<file path="src/rtl/bit_serial_alu.sv">
// bit_serial_alu: width-generic bit-serial unsigned ALU built around a single
// full adder and one carry flop. Operands are processed LSB first.
//
// Ports:
//   clk     rising-edge clock
//   reset   synchronous, active-high; aborts any operation in flight
//   start   request, sampled only while idle
//   mode    00 add, 01 subtract, 10 multiply, 11 reserved (flags err)
//   a, b    N-bit operands (a = multiplicand, b = multiplier for MUL)
//   busy    high while an operation is in progress
//   done    one-cycle completion pulse
//   err     high together with done when the latched mode was 11
//   result  2N-bit result, only written at completion
//
// state     | meaning
// ----------+----------------------------------------------------------
// IDLE      | waiting for start
// ADDSUB    | one sum bit per edge (also the single reserved-mode edge)
// MUL_ADD   | serial add of a (or zero) into the upper half of P
// MUL_SHIFT | shift P right, pulling in the add carry
// FIN       | done/err pulse, back to IDLE next edge
module bit_serial_alu #(
  parameter int N = 4
) (
  input  logic           clk,
  input  logic           reset,
  input  logic           start,
  input  logic [1:0]     mode,
  input  logic [N-1:0]   a,
  input  logic [N-1:0]   b,
  output logic           busy,
  output logic           done,
  output logic           err,
  output logic [2*N-1:0] result
);

  localparam int CW = $clog2(N + 1);
  localparam logic [CW-1:0] LAST = CW'(N - 1);
  localparam logic [1:0] MODE_ADD = 2'b00;
  localparam logic [1:0] MODE_SUB = 2'b01;
  localparam logic [1:0] MODE_MUL = 2'b10;
  localparam logic [1:0] MODE_RES = 2'b11;

  typedef enum logic [2:0] {IDLE, ADDSUB, MUL_ADD, MUL_SHIFT, FIN} state_t;

  state_t          state, state_n;
  logic [N-1:0]    opa, opb;
  logic [1:0]      mode_r;
  logic            carry;
  logic [2*N-1:0]  p;
  logic [CW-1:0]   cnt, icnt;
  logic            cnt_last, icnt_last;
  logic            fa_x, fa_y, fa_s, fa_c;

  assign cnt_last  = (cnt == LAST);
  assign icnt_last = (icnt == LAST);

  // Operands rotate right one place per edge, so bit 0 is always the
  // current bit and a full pass of N edges restores them for the next
  // multiply iteration. The upper half of P doubles as the sum register.
  always_comb begin
    fa_x = opa[0];
    fa_y = (mode_r == MODE_SUB) ? ~opb[0] : opb[0];
    if (state == MUL_ADD) begin
      fa_x = p[N];
      fa_y = opb[0] & opa[0];
    end
    fa_s = fa_x ^ fa_y ^ carry;
    fa_c = (fa_x & fa_y) | (fa_x & carry) | (fa_y & carry);
  end

  always_ff @(posedge clk) begin
    if (reset) state <= IDLE;
    else       state <= state_n;
  end

  always_comb begin
    state_n = state;
    case (state)
      IDLE:      if (start) state_n = (mode == MODE_MUL) ? MUL_ADD : ADDSUB;
      ADDSUB:    if (mode_r == MODE_RES || cnt_last) state_n = FIN;
      MUL_ADD:   if (cnt_last) state_n = MUL_SHIFT;
      MUL_SHIFT: state_n = icnt_last ? FIN : MUL_ADD;
      FIN:       state_n = IDLE;
      default:   state_n = IDLE;
    endcase
  end

  assign busy = (state == ADDSUB) || (state == MUL_ADD) || (state == MUL_SHIFT);
  assign done = (state == FIN);
  assign err  = done && (mode_r == MODE_RES);

  always_ff @(posedge clk) begin
    if (reset) begin
      opa    <= '0;
      opb    <= '0;
      mode_r <= MODE_ADD;
      carry  <= 1'b0;
      p      <= '0;
      cnt    <= '0;
      icnt   <= '0;
      result <= '0;
    end else begin
      case (state)
        IDLE: if (start) begin
          opa    <= a;
          opb    <= b;
          mode_r <= mode;
          carry  <= (mode == MODE_SUB);
          p      <= '0;
          cnt    <= '0;
          icnt   <= '0;
        end
        ADDSUB: begin
          if (mode_r == MODE_RES) begin
            result <= '0;
          end else begin
            p[2*N-1:N] <= {fa_s, p[2*N-1:N+1]};
            carry      <= fa_c;
            opa        <= {opa[0], opa[N-1:1]};
            opb        <= {opb[0], opb[N-1:1]};
            cnt        <= cnt + CW'(1);
            // For subtract the final carry is inverted to give the borrow.
            if (cnt_last)
              result <= {{(N-1){1'b0}}, (mode_r == MODE_SUB) ? ~fa_c : fa_c,
                         fa_s, p[2*N-1:N+1]};
          end
        end
        MUL_ADD: begin
          p[2*N-1:N] <= {fa_s, p[2*N-1:N+1]};
          carry      <= fa_c;
          opa        <= {opa[0], opa[N-1:1]};
          cnt        <= cnt_last ? '0 : cnt + CW'(1);
        end
        MUL_SHIFT: begin
          p     <= {carry, p[2*N-1:1]};
          carry <= 1'b0;
          opb   <= {1'b0, opb[N-1:1]};
          icnt  <= icnt + CW'(1);
          if (icnt_last) result <= {carry, p[2*N-1:1]};
        end
        default: ;
      endcase
    end
  end

endmodule

</file>
<file path="config.mk">
export PLATFORM = sky130hd
export DESIGN_NAME = bit_serial_alu
export DESIGN_NICKNAME = d
export VERILOG_FILES = /design/src/rtl/bit_serial_alu.sv
export SDC_FILE = /design/constraint.sdc
export NUM_CORES = 1
export LEC_CHECK = 0
export BUFFER_PORTS_ARGS = -buffer_cell sky130_fd_sc_hd__buf_2
export CAP_MARGIN = 20
export CORE_UTILIZATION = 50
export DETAILED_ROUTE_END_ITERATION = 6
export GPL_TIMING_DRIVEN = 0
export PLACE_DENSITY = 0.71
export SYNTH_ARGS = -nofsm -noshare
export SYNTH_HDL_FRONTEND = slang
export SYNTH_SLANG_ARGS = --single-unit
</file>
<file path="constraint.sdc">
create_clock -name clk -period 2.7 [get_ports clk]
set_clock_uncertainty 0.15 [all_clocks]
set_input_delay 0.27 -clock clk [delete_from_list [all_inputs] [get_ports clk]]
set_output_delay 0.27 -clock clk [all_outputs]
set_load 0.02 [all_outputs]
</file>
==> qor.yml, run 1 <==
synthesis:
  ys_seq_area_share_pct: 37.6
  syn_area_per_cell_um2: 8.99
  synth_compound_area_share_pct: 26.7
  yosys_register_bits: 35
  synth.area.mux_share_pct: 5.51
  syn-num-nets: 226
  synthSimpleGateAreaFrac_pct: 20.4
  ys.flop_type: "dfxtp_1"
  async_reset_ff_share_pct: 0
  synth_top_family_by_area: "compound AO/OA/AOI/OAI gates"
  netlist_area_mm2: 0.00186
  netlist_instances: 207
  yosysWarnings: 0
  synth_cell_type_count: 50
  yosys.area_share.xor_xnor_pct: 0
  synth_fa_ha_area_share_pct: 4.44
  synth_edf_count: 0
sta:
  drv_slew: 0
  setup_violations: 0
  finalWorstSetupSlack_ps: 111
  relSlewSlack_pct: 54.9
  hold_ws_ps: 97.1
  tightest_slew_ps: 676
  fmax_mhz: 386
  finalHoldViolations: 0
  finalCritPeriodShare_pct: 95.9
  rsz0062_at_grt: "false"
  tns_ps: 0
  min_period_ps: 2590
die:
  core_mm2: 0.00344
  pin_count: 24
  start_util_pct: 54.1
  dieHeight_um: 63.0
  rows: 21
  fp.dieArea_mm2: 0.00397
  die_w_um: 63.0
power_and_ir_drop:
  p_seq_share_pct: 36.0
  power_density_mw_per_mm2: 885
  power_switching_uw: 698
  p_comb_share_pct: 39.3
  power.total_mw: 1.91
  clockPowerShare_pct: 24.7
  swShare_pct: 36.6
  irDropWorstVdd_v: 0.000513
  p_leak_nw: 0.879
  power.internal_mw: 1.21
worst_setup_path:
  slowest_stage: "fa_1"
  critPathMaxStageDelay_ps: 490
  r2r_slack_ps: 110
  setup.worst_path.start_class: "flip-flop"
  worstPathArrival_ps: 2600
  crit_path_end_kind: "flip-flop"
  required_ps: 2710
  crit_chain: "clkbuf_4 -> or3b_4 -> nand3b_1 -> o211ai_1 -> o21ai_0 -> fa_1 -> mux2_2 -> a22oi_1 -> a211oi_1"
  path_class: "flip-flop to flip-flop"
  worstPathMaxFanout: 10
status:
  status: "finished, final reports clean"
final_layout:
  final_layout_size_suffix_gt1_share_pct: 25.2
  fin_cells: 284
  diodes: 0
  layout.nets: 256
  nFillCells: 314
  area_delta_synth_final_pct: 15.8
clock_network:
  tritoncts: "yes"
  insertion_delay_ps: 290
  cts-root-buf: "clkbuf_8"
  cts_sinks: 35
  path_clk_slew_ps: 80
  htreeDepth: 2
  cts_made_buffers: 5
  clock_path_buffers: 2
placement:
  io_buffers: 22
  gp_congestion: 0.888
  dp.cells: 275
  place_ws_ps: 52.4
  hpwl_mm: 3.01
global_route:
  grt_max_degree: 13
  first_global_vias: 1567
  grt_pass1_wl_mm: 7.24
  grt_usage_pct: 23.1
  grt-ovfl-total: 0
  antenna_found_initial: 0
route:
  postRouteAntennaNets: 0
  drt_iter0_drc: 126
  vias: 1606
  vias_per_cell: 5.65
  routedWlPerCell_um: 14.8
  drt-total-wl_mm: 4.20
  drtPass1Iterations: 4
  drc: 0
run:
  max_cap_viol_count: 0
min_path:
  hold_path.class: "input pin to flip-flop"
[timing repair]
| action | 4_1_cts | 5_1_grt |
|---|---|---|
| hold buffers | 0 | 0 |
| resized for setup | 0 | 3 |
| setup endpoints to repair | 0 | 2 |
| setup buffers | 0 | 1 |
[metal layers]
metal	global-route usage [%]	share of wire [%]	vias to the layer above
met3	5.47	4.4	5
met1	31.6	51	749
met5	0	0	-
met4	6.98	0.86	0
li1	-	-	816
met2	35.5	44	36
[metrics by stage]
| stage | utilization (%) | area, um2 |
|---|---|---|
| 4_1_cts | 62.2 | 2140 |
| 3_3_place_gp | 59.0 | 2030 |
| 6_report | 62.6 | 2160 |
| 3_5_place_dp | 59.0 | 2030 |
| 2_1_floorplan | - | 1860 |
| 5_1_grt | 62.6 | 2160 |
[cell type report]
class                      count  area (um2)  area share, %
buffer                        12        68.8           3.19
clock buffer                   5        68.8           3.19
clock inverter                 3        43.8           2.03
inverter                       9        33.8           1.57
multi-input combinational    151        1060           49.3
sequential                    35         702           32.6
tap                           46        57.6           2.67
timing repair buffer          23         118           5.46
[flip-flops by register name (all words and copies together) (netlist names)]
signal and flops:
cnt 3, icnt 3, mode_r 2, opb 4, carry 1, p 7, result 8, state 3
opa 4
[Yosys cell counts (4+ instances only)]
| cell type | instances | area (um2) |
|---|---|---|
| nand2_1 | 9 | 33.8 |
| nand3_1 | 8 | 40.0 |
| o21ai_0 | 7 | 35.0 |
| o221a_2 | 5 | 56.3 |
| mux2i_1 | 8 | 80.1 |
| nor2_2 | 4 | 25.0 |
| dfxtp_1 | 35 | 701 |
| a21oi_1 | 9 | 45.0 |
| nor2b_1 | 5 | 31.3 |
| clkbuf_1 | 4 | 15.0 |
| nor3_1 | 6 | 30.0 |
| nand2b_1 | 5 | 31.3 |
| a211oi_1 | 5 | 37.5 |
| nor2_1 | 27 | 101 |
| a22o_1 | 7 | 61.3 |
| buf_2 | 5 | 25.0 |
| a211oi_2 | 4 | 50.1 |
| inv_1 | 9 | 33.8 |
| ha_1 | 5 | 62.6 |
[cells in the final DEF (no fill, tap or decap), types with 4 or more instances in the layout]
cell      count
nand2b_1      5
o221a_2       5
ha_1          5
a21oi_1       9
inv_1         9
nor2_1       27
o21ai_0       7
a211oi_1      5
buf_2        26
clkbuf_8      5
nor2_2        4
dfxtp_1      34
nor3_1        6
nor2b_1       5
a22o_1        7
clkbuf_1      4
a211oi_2      4
nand3_1       8
nand2_1       9
mux2i_1       8
[power groups by stage]
stage          clock network, mW  registers [mW]  logic [mW]
2_1_floorplan                  0           0.680       0.570
3_3_place_gp                   0           0.694       0.710
3_5_place_dp                   0           0.695       0.712
4_1_cts                    0.480           0.684       0.716
5_1_grt                    0.505           0.699       0.824
6_report                   0.472           0.686       0.751
[cells by family after synthesis]
family / after synthesis
and+or+nand+nor: 75
adders and majority gates: 6
muxes: 10
DFF: 35
AOI/OAI and AO/OA: 60
buffers and inverters: 21
[final timing paths]
path                            startpoint        end  depth (start not counted)
worst max-delay path              state[0]       p[7]                          9
worst min-delay path               mode[0]  mode_r[0]                          3
worst max register to register    state[0]       p[7]                          9
worst min register to register   result[5]  result[5]                          2
[critical path: cells and delay by family (launching register included)]
family,cells,cell delay (ps)
simple gates,2,550
fa+ha+maj,1,490
compound gates,4,450
flops,1,350
mux,1,280
buf+inv,1,190
No activity file was read; power rests on OpenSTA's default activity.
==> inputs of run 2 (changes only) <==
- RECOVER_POWER: unset -> 25
==> qor.yml, run 2 (same netlist as run 1, synthesis figures left out) <==
status:
  status: "finished, final reports clean"  # unchanged
worst_setup_path:
  slowest_stage: "fa_1"  # unchanged
  required_ps: 2700  # was 2710 ps
  critPathMaxStageDelay_ps: 490  # about the same
  crit_buf_inv: 1  # unchanged
  cp_top_family: "simple AND/OR/NAND/NOR gates"  # unchanged
  crit_chain: "clkbuf_4 -> or3b_4 -> nand3b_1 -> o211ai_1 -> o21ai_0 -> fa_1 -> mux2_2 -> a22oi_1 -> a211oi_1"  # unchanged
  setup.worst_path.start_class: "flip-flop"  # unchanged
  worstPathArrival_ps: 2600  # about the same
  path_class: "flip-flop to flip-flop"  # unchanged
  crit_path_end_kind: "flip-flop"  # unchanged
  worstPathMaxFanout: 10  # unchanged
placement:
  io_buffers: 22  # unchanged
  hpwl_mm: 3.01  # unchanged
  dpl-instance-area_mm2: 0.00203  # unchanged
  place_ws_ps: 52.4  # unchanged
  gp_congestion: 0.888  # unchanged
die:
  rows: 21  # unchanged
  die_w_um: 63.0  # unchanged
  fp.dieArea_mm2: 0.00397  # unchanged
  start_util_pct: 54.1  # unchanged
  dieHeight_um: 63.0  # unchanged
  pin_count: 24  # unchanged
  core_mm2: 0.00344  # unchanged
route:
  vias: 1628  # was 1606
  vias_per_cell: 5.73  # was 5.65
  drc: 0  # unchanged
  drt_iter0_drc: 125  # was 126
  routedWlPerCell_um: 14.9  # was 14.8 um
  drtPass1Iterations: 4  # unchanged
  postRouteAntennaNets: 0  # unchanged
  drt-total-wl_mm: 4.23  # was 4.20 mm
clock_network:
  htreeDepth: 2  # unchanged
  cts-root-buf: "clkbuf_8"  # unchanged
  path_clk_slew_ps: 80  # about the same
  holdBufCountCts: 0  # unchanged
  insertion_delay_ps: 290  # about the same
  cts_made_buffers: 5  # unchanged
  tritoncts: "yes"  # unchanged
  clock_path_buffers: 2  # unchanged
  cts_sinks: 35  # unchanged
sta:
  fmax_mhz: 385  # was 386 MHz
  min_period_ps: 2600  # was 2590 ps
  relSlewSlack_pct: 55.6  # was 54.9%
  rsz0062_at_grt: "false"  # unchanged
  finalHoldViolations: 0  # unchanged
  tns_ps: 0  # unchanged
  drv_slew: 0  # unchanged
  tightest_slew_ps: 667  # was 676 ps
  setup_violations: 0  # unchanged
  finalCritPeriodShare_pct: 96.3  # was 95.9%
  finalWorstSetupSlack_ps: 100  # was 111 ps
final_layout:
  final_layout_size_suffix_gt1_share_pct: 21.0  # was 25.2%
  layout.nets: 256  # unchanged
  diodes: 0  # unchanged
  area_delta_synth_final_pct: 14.8  # was 15.8%
  largest_reg_flops: 8  # unchanged
  final_cell_mix: "34 x dfxtp_1, 27 x nor2_1, 17 x buf_2"  # was 34 x dfxtp_1, 27 x nor2_1, 26 x buf_2
  reg_top3: "result: 8 flops, p: 7 flops"  # unchanged
  finalInstanceArea_mm2: 0.00214  # was 0.00216 mm2
  top_register: "result"  # unchanged
  final_common_cell: "dfxtp_1"  # unchanged
min_path:
  hold_path.class: "input pin to flip-flop"  # unchanged
global_route:
  grt_pass1_wl_mm: 7.24  # unchanged
  grt-ovfl-total: 0  # unchanged
  first_global_vias: 1567  # unchanged
  grt_max_degree: 13  # unchanged
  grt_usage_pct: 23.1  # unchanged
  antenna_found_initial: 0  # unchanged
power_and_ir_drop:
  irDropWorstVdd_v: 0.000513  # about the same
  power_density_mw_per_mm2: 888  # was 885 mW/mm2
  p_leak_nw: 0.835  # was 0.879 nW
run:
  max_cap_viol_count: 0  # unchanged
[run 2: layout make-up]
class / count / area (um2)
multi-input cells: 151 / 1060
clock inverters: 3 / 43.8
clock buffers: 5 / 68.8
inverters: 9 / 33.8
fillers: 322 / 1310
well taps: 46 / 57.6
repair buffers: 23 / 108
plain buffers: 12 / 60.1
flip-flops and latches: 35 / 702
[run 2: power by group]
group          switching (mW)  leakage [nW]  total, mW  internal, mW
Sequential             0.0801         0.286      0.687         0.607
Combinational           0.421         0.491      0.740         0.318
Clock                   0.196        0.0581      0.471         0.275
Total                   0.697         0.835       1.90          1.20
[run 2: path summary, 6_finish.rpt]
kind / from / end / slack [ps] / depth (start not counted)
worst max-delay path: state[0] / p[7] / 100 / 9
worst min-delay path: mode[0] / mode_r[0] / 100 / 3
worst max register to register: state[0] / p[7] / 100 / 9
worst min register to register: result[5] / result[5] / 300 / 2
[run 2: worst register-to-register path: stages (launching register included)]
cell	delay (ps)
dfxtp_2	350
clkbuf_4	190
or3b_4	440
nand3b_1	110
o211ai_1	90
o21ai_0	130
fa_1	490
mux2_2	280
a22oi_1	140
a211oi_1	90
[run 2: through the flow]
step | utilization [%] | cells | power [mW] | hold slack, ps
after floorplan | - | 207 | 1.25 | 264
after global placement | 59.0 | 275 | 1.40 | 285
after detailed placement | 59.0 | 275 | 1.41 | 296
after CTS | 62.2 | 283 | 1.88 | 93.3
after global routing | 62.1 | 284 | 2.02 | 145
final | 62.1 | 284 | 1.90 | 97.9
[run 2: routing by layer]
layer	GRT usage [%]	vias to the layer above	share of wire, %
li1	-	818	-
met1	31.6	764	50
met2	35.5	41	45
met3	5.47	5	4.2
met4	6.98	0	0.83
met5	0	-	0
[run 2: timing repair]
| item | 4_1_cts | 5_1_grt |
|---|---|---|
| setup endpoints to repair | 0 | 2 |
| endpoints found under the hold margin | 0 | 0 |
| buffers inserted | 0 | 1 |
| gates resized for setup | 0 | 3 |
==> inputs of run 3 (changes only) <==
- RECOVER_POWER: 25 -> 100
==> qor.yml, run 3 (same netlist as run 1, synthesis figures left out) <==
die:
  die_w_um: 63.0  # unchanged
  pin_count: 24  # unchanged
  core_mm2: 0.00344  # unchanged
  rows: 21  # unchanged
  fp.dieArea_mm2: 0.00397  # unchanged
  start_util_pct: 54.1  # unchanged
  dieHeight_um: 63.0  # unchanged
power_and_ir_drop:
  p_leak_nw: 0.813  # was 0.835 nW
  irDropWorstVdd_v: 0.000492  # was 0.000513 V
  swShare_pct: 36.2  # was 36.8%
  power.internal_mw: 1.18  # was 1.20 mW
  power_switching_uw: 671  # was 697 uW
  p_comb_share_pct: 37.8  # was 39.0%
  power_density_mw_per_mm2: 884  # was 888 mW/mm2
  clockPowerShare_pct: 25.2  # was 24.8%
  p_seq_share_pct: 37.0  # was 36.2%
placement:
  dpl-instance-area_mm2: 0.00203  # unchanged
  gp_congestion: 0.888  # unchanged
  io_buffers: 22  # unchanged
  dp.cells: 275  # unchanged
  hpwl_mm: 3.01  # unchanged
min_path:
  hp-start: "mode[0]"  # unchanged
  hold_path.class: "input pin to flip-flop"  # unchanged
  hold-path-cell-count: 3  # unchanged
final_layout:
  final_layout_size_suffix_gt1_share_pct: 16.8  # was 21.0%
  layout.nets: 256  # unchanged
  top_register: "result"  # unchanged
  finalInstanceArea_mm2: 0.00210  # was 0.00214 mm2
  final_cell_mix: "34 x dfxtp_1, 27 x nor2_1, 18 x clkbuf_1"  # was 34 x dfxtp_1, 27 x nor2_1, 17 x buf_2
  final_common_cell: "dfxtp_1"  # unchanged
  reg_top3: "result: 8 flops, p: 7 flops"  # unchanged
  area_delta_synth_final_pct: 12.6  # was 14.8%
  fin_cells: 284  # unchanged
  largest_reg_flops: 8  # unchanged
  diodes: 0  # unchanged
route:
  vias: 1600  # was 1628
  routedWlPerCell_um: 14.7  # was 14.9 um
  drc: 0  # unchanged
  vias_per_cell: 5.63  # was 5.73
  drtPass1Iterations: 4  # unchanged
  drt_iter0_drc: 113  # was 125
  drt-total-wl_mm: 4.17  # was 4.23 mm
  postRouteAntennaNets: 0  # unchanged
run:
  max_cap_viol_count: 0  # unchanged
clock_network:
  tritoncts: "yes"  # unchanged
  insertion_delay_ps: 280  # was 290 ps
  htreeDepth: 2  # unchanged
  cts-root-buf: "clkbuf_8"  # unchanged
  holdBufCountCts: 0  # unchanged
  cts_made_buffers: 5  # unchanged
  cts_sinks: 35  # unchanged
  clock_path_buffers: 2  # unchanged
  path_clk_slew_ps: 70  # was 80 ps
sta:
  tightest_slew_ps: 1120  # was 667 ps
  drv_slew: 0  # unchanged
  fmax_mhz: 386  # was 385 MHz
  finalCritPeriodShare_pct: 95.9  # was 96.3%
  setup_violations: 0  # unchanged
  tns_ps: 0  # unchanged
  min_period_ps: 2590  # was 2600 ps
  finalHoldViolations: 0  # unchanged
  relSlewSlack_pct: 25.3  # was 55.6%
  rsz0062_at_grt: "false"  # unchanged
  hold_ws_ps: 103  # was 97.9 ps
worst_setup_path:
  startpoint: "state[0]"  # unchanged
  r2r_slack_ps: 110  # was 100 ps
  path_class: "flip-flop to flip-flop"  # unchanged
  crit_path_end_kind: "flip-flop"  # unchanged
  reg2reg_from: "state[0]"  # unchanged
  required_ps: 2700  # about the same
  setup.worst_path.start_class: "flip-flop"  # unchanged
  r2r_cells: 9  # unchanged
  worstPathMaxFanout: 10  # unchanged
  worstPathArrival_ps: 2590  # was 2600 ps
global_route:
  antenna_found_initial: 0  # unchanged
  first_global_vias: 1567  # unchanged
  grt-ovfl-total: 0  # unchanged
  grt_pass1_wl_mm: 7.24  # unchanged
  grt_usage_pct: 23.1  # unchanged
  grt_max_degree: 13  # unchanged
status:
  status: "finished, final reports clean"  # unchanged
## run 3: critical path: stages, from the launching register on
cell and delay, ps:
dfxtp_2 350, clkbuf_4 190, or3b_4 440, nand3b_1 110, o211ai_1 90, o21ai_0 130
fa_1 490, mux2_2 280, a22oi_1 140, a211oi_1 90
## run 3: worst paths after layout
path | to
max | p[7]
min | mode_r[0]
max reg2reg | p[7]
min reg2reg | result[5]
## run 3: area by class of cell
class,count,area [um2]
Buffer,12,58.8
Multi-Input combinational cell,151,1030
Timing Repair Buffer,23,104
Clock buffer,5,68.8
Sequential cell,35,702
Clock inverter,3,43.8
Fill cell,328,1350
Inverter,9,33.8
Tap cell,46,57.6
## run 3: metal layers
| metal | vias up | track usage [%] | wire length (um) |
|---|---|---|---|
| li1 | 821 | - | - |
| met1 | 740 | 31.6 | 2070 |
| met2 | 35 | 35.5 | 1880 |
| met3 | 4 | 5.47 | 190 |
| met4 | 0 | 6.98 | 25 |
| met5 | - | 0 | 0 |
## run 3: stage by stage
stage | power [mW] | util (%) | setup WS, ps
floorplan | 1.25 | - | 228
global placement | 1.40 | 59.0 | 21.8
detailed placement | 1.41 | 59.0 | 52.4
CTS | 1.88 | 62.2 | 32.2
global route | 1.98 | 60.9 | 5.51
finish | 1.85 | 60.9 | 111
## run 3: power by group through the flow
stage	registers, mW	clock network (mW)	logic (mW)
after global placement	0.694	0	0.710
after global routing	0.699	0.505	0.776
after floorplan	0.680	0	0.570
after CTS	0.684	0.480	0.716
after detailed placement	0.695	0	0.712
final	0.685	0.468	0.700
## run 3: timing repair
action,4_1_cts,5_1_grt
resized for setup,0,3
setup buffers,0,1
endpoints found under the hold margin,0,0
endpoints found under the setup margin,0,2
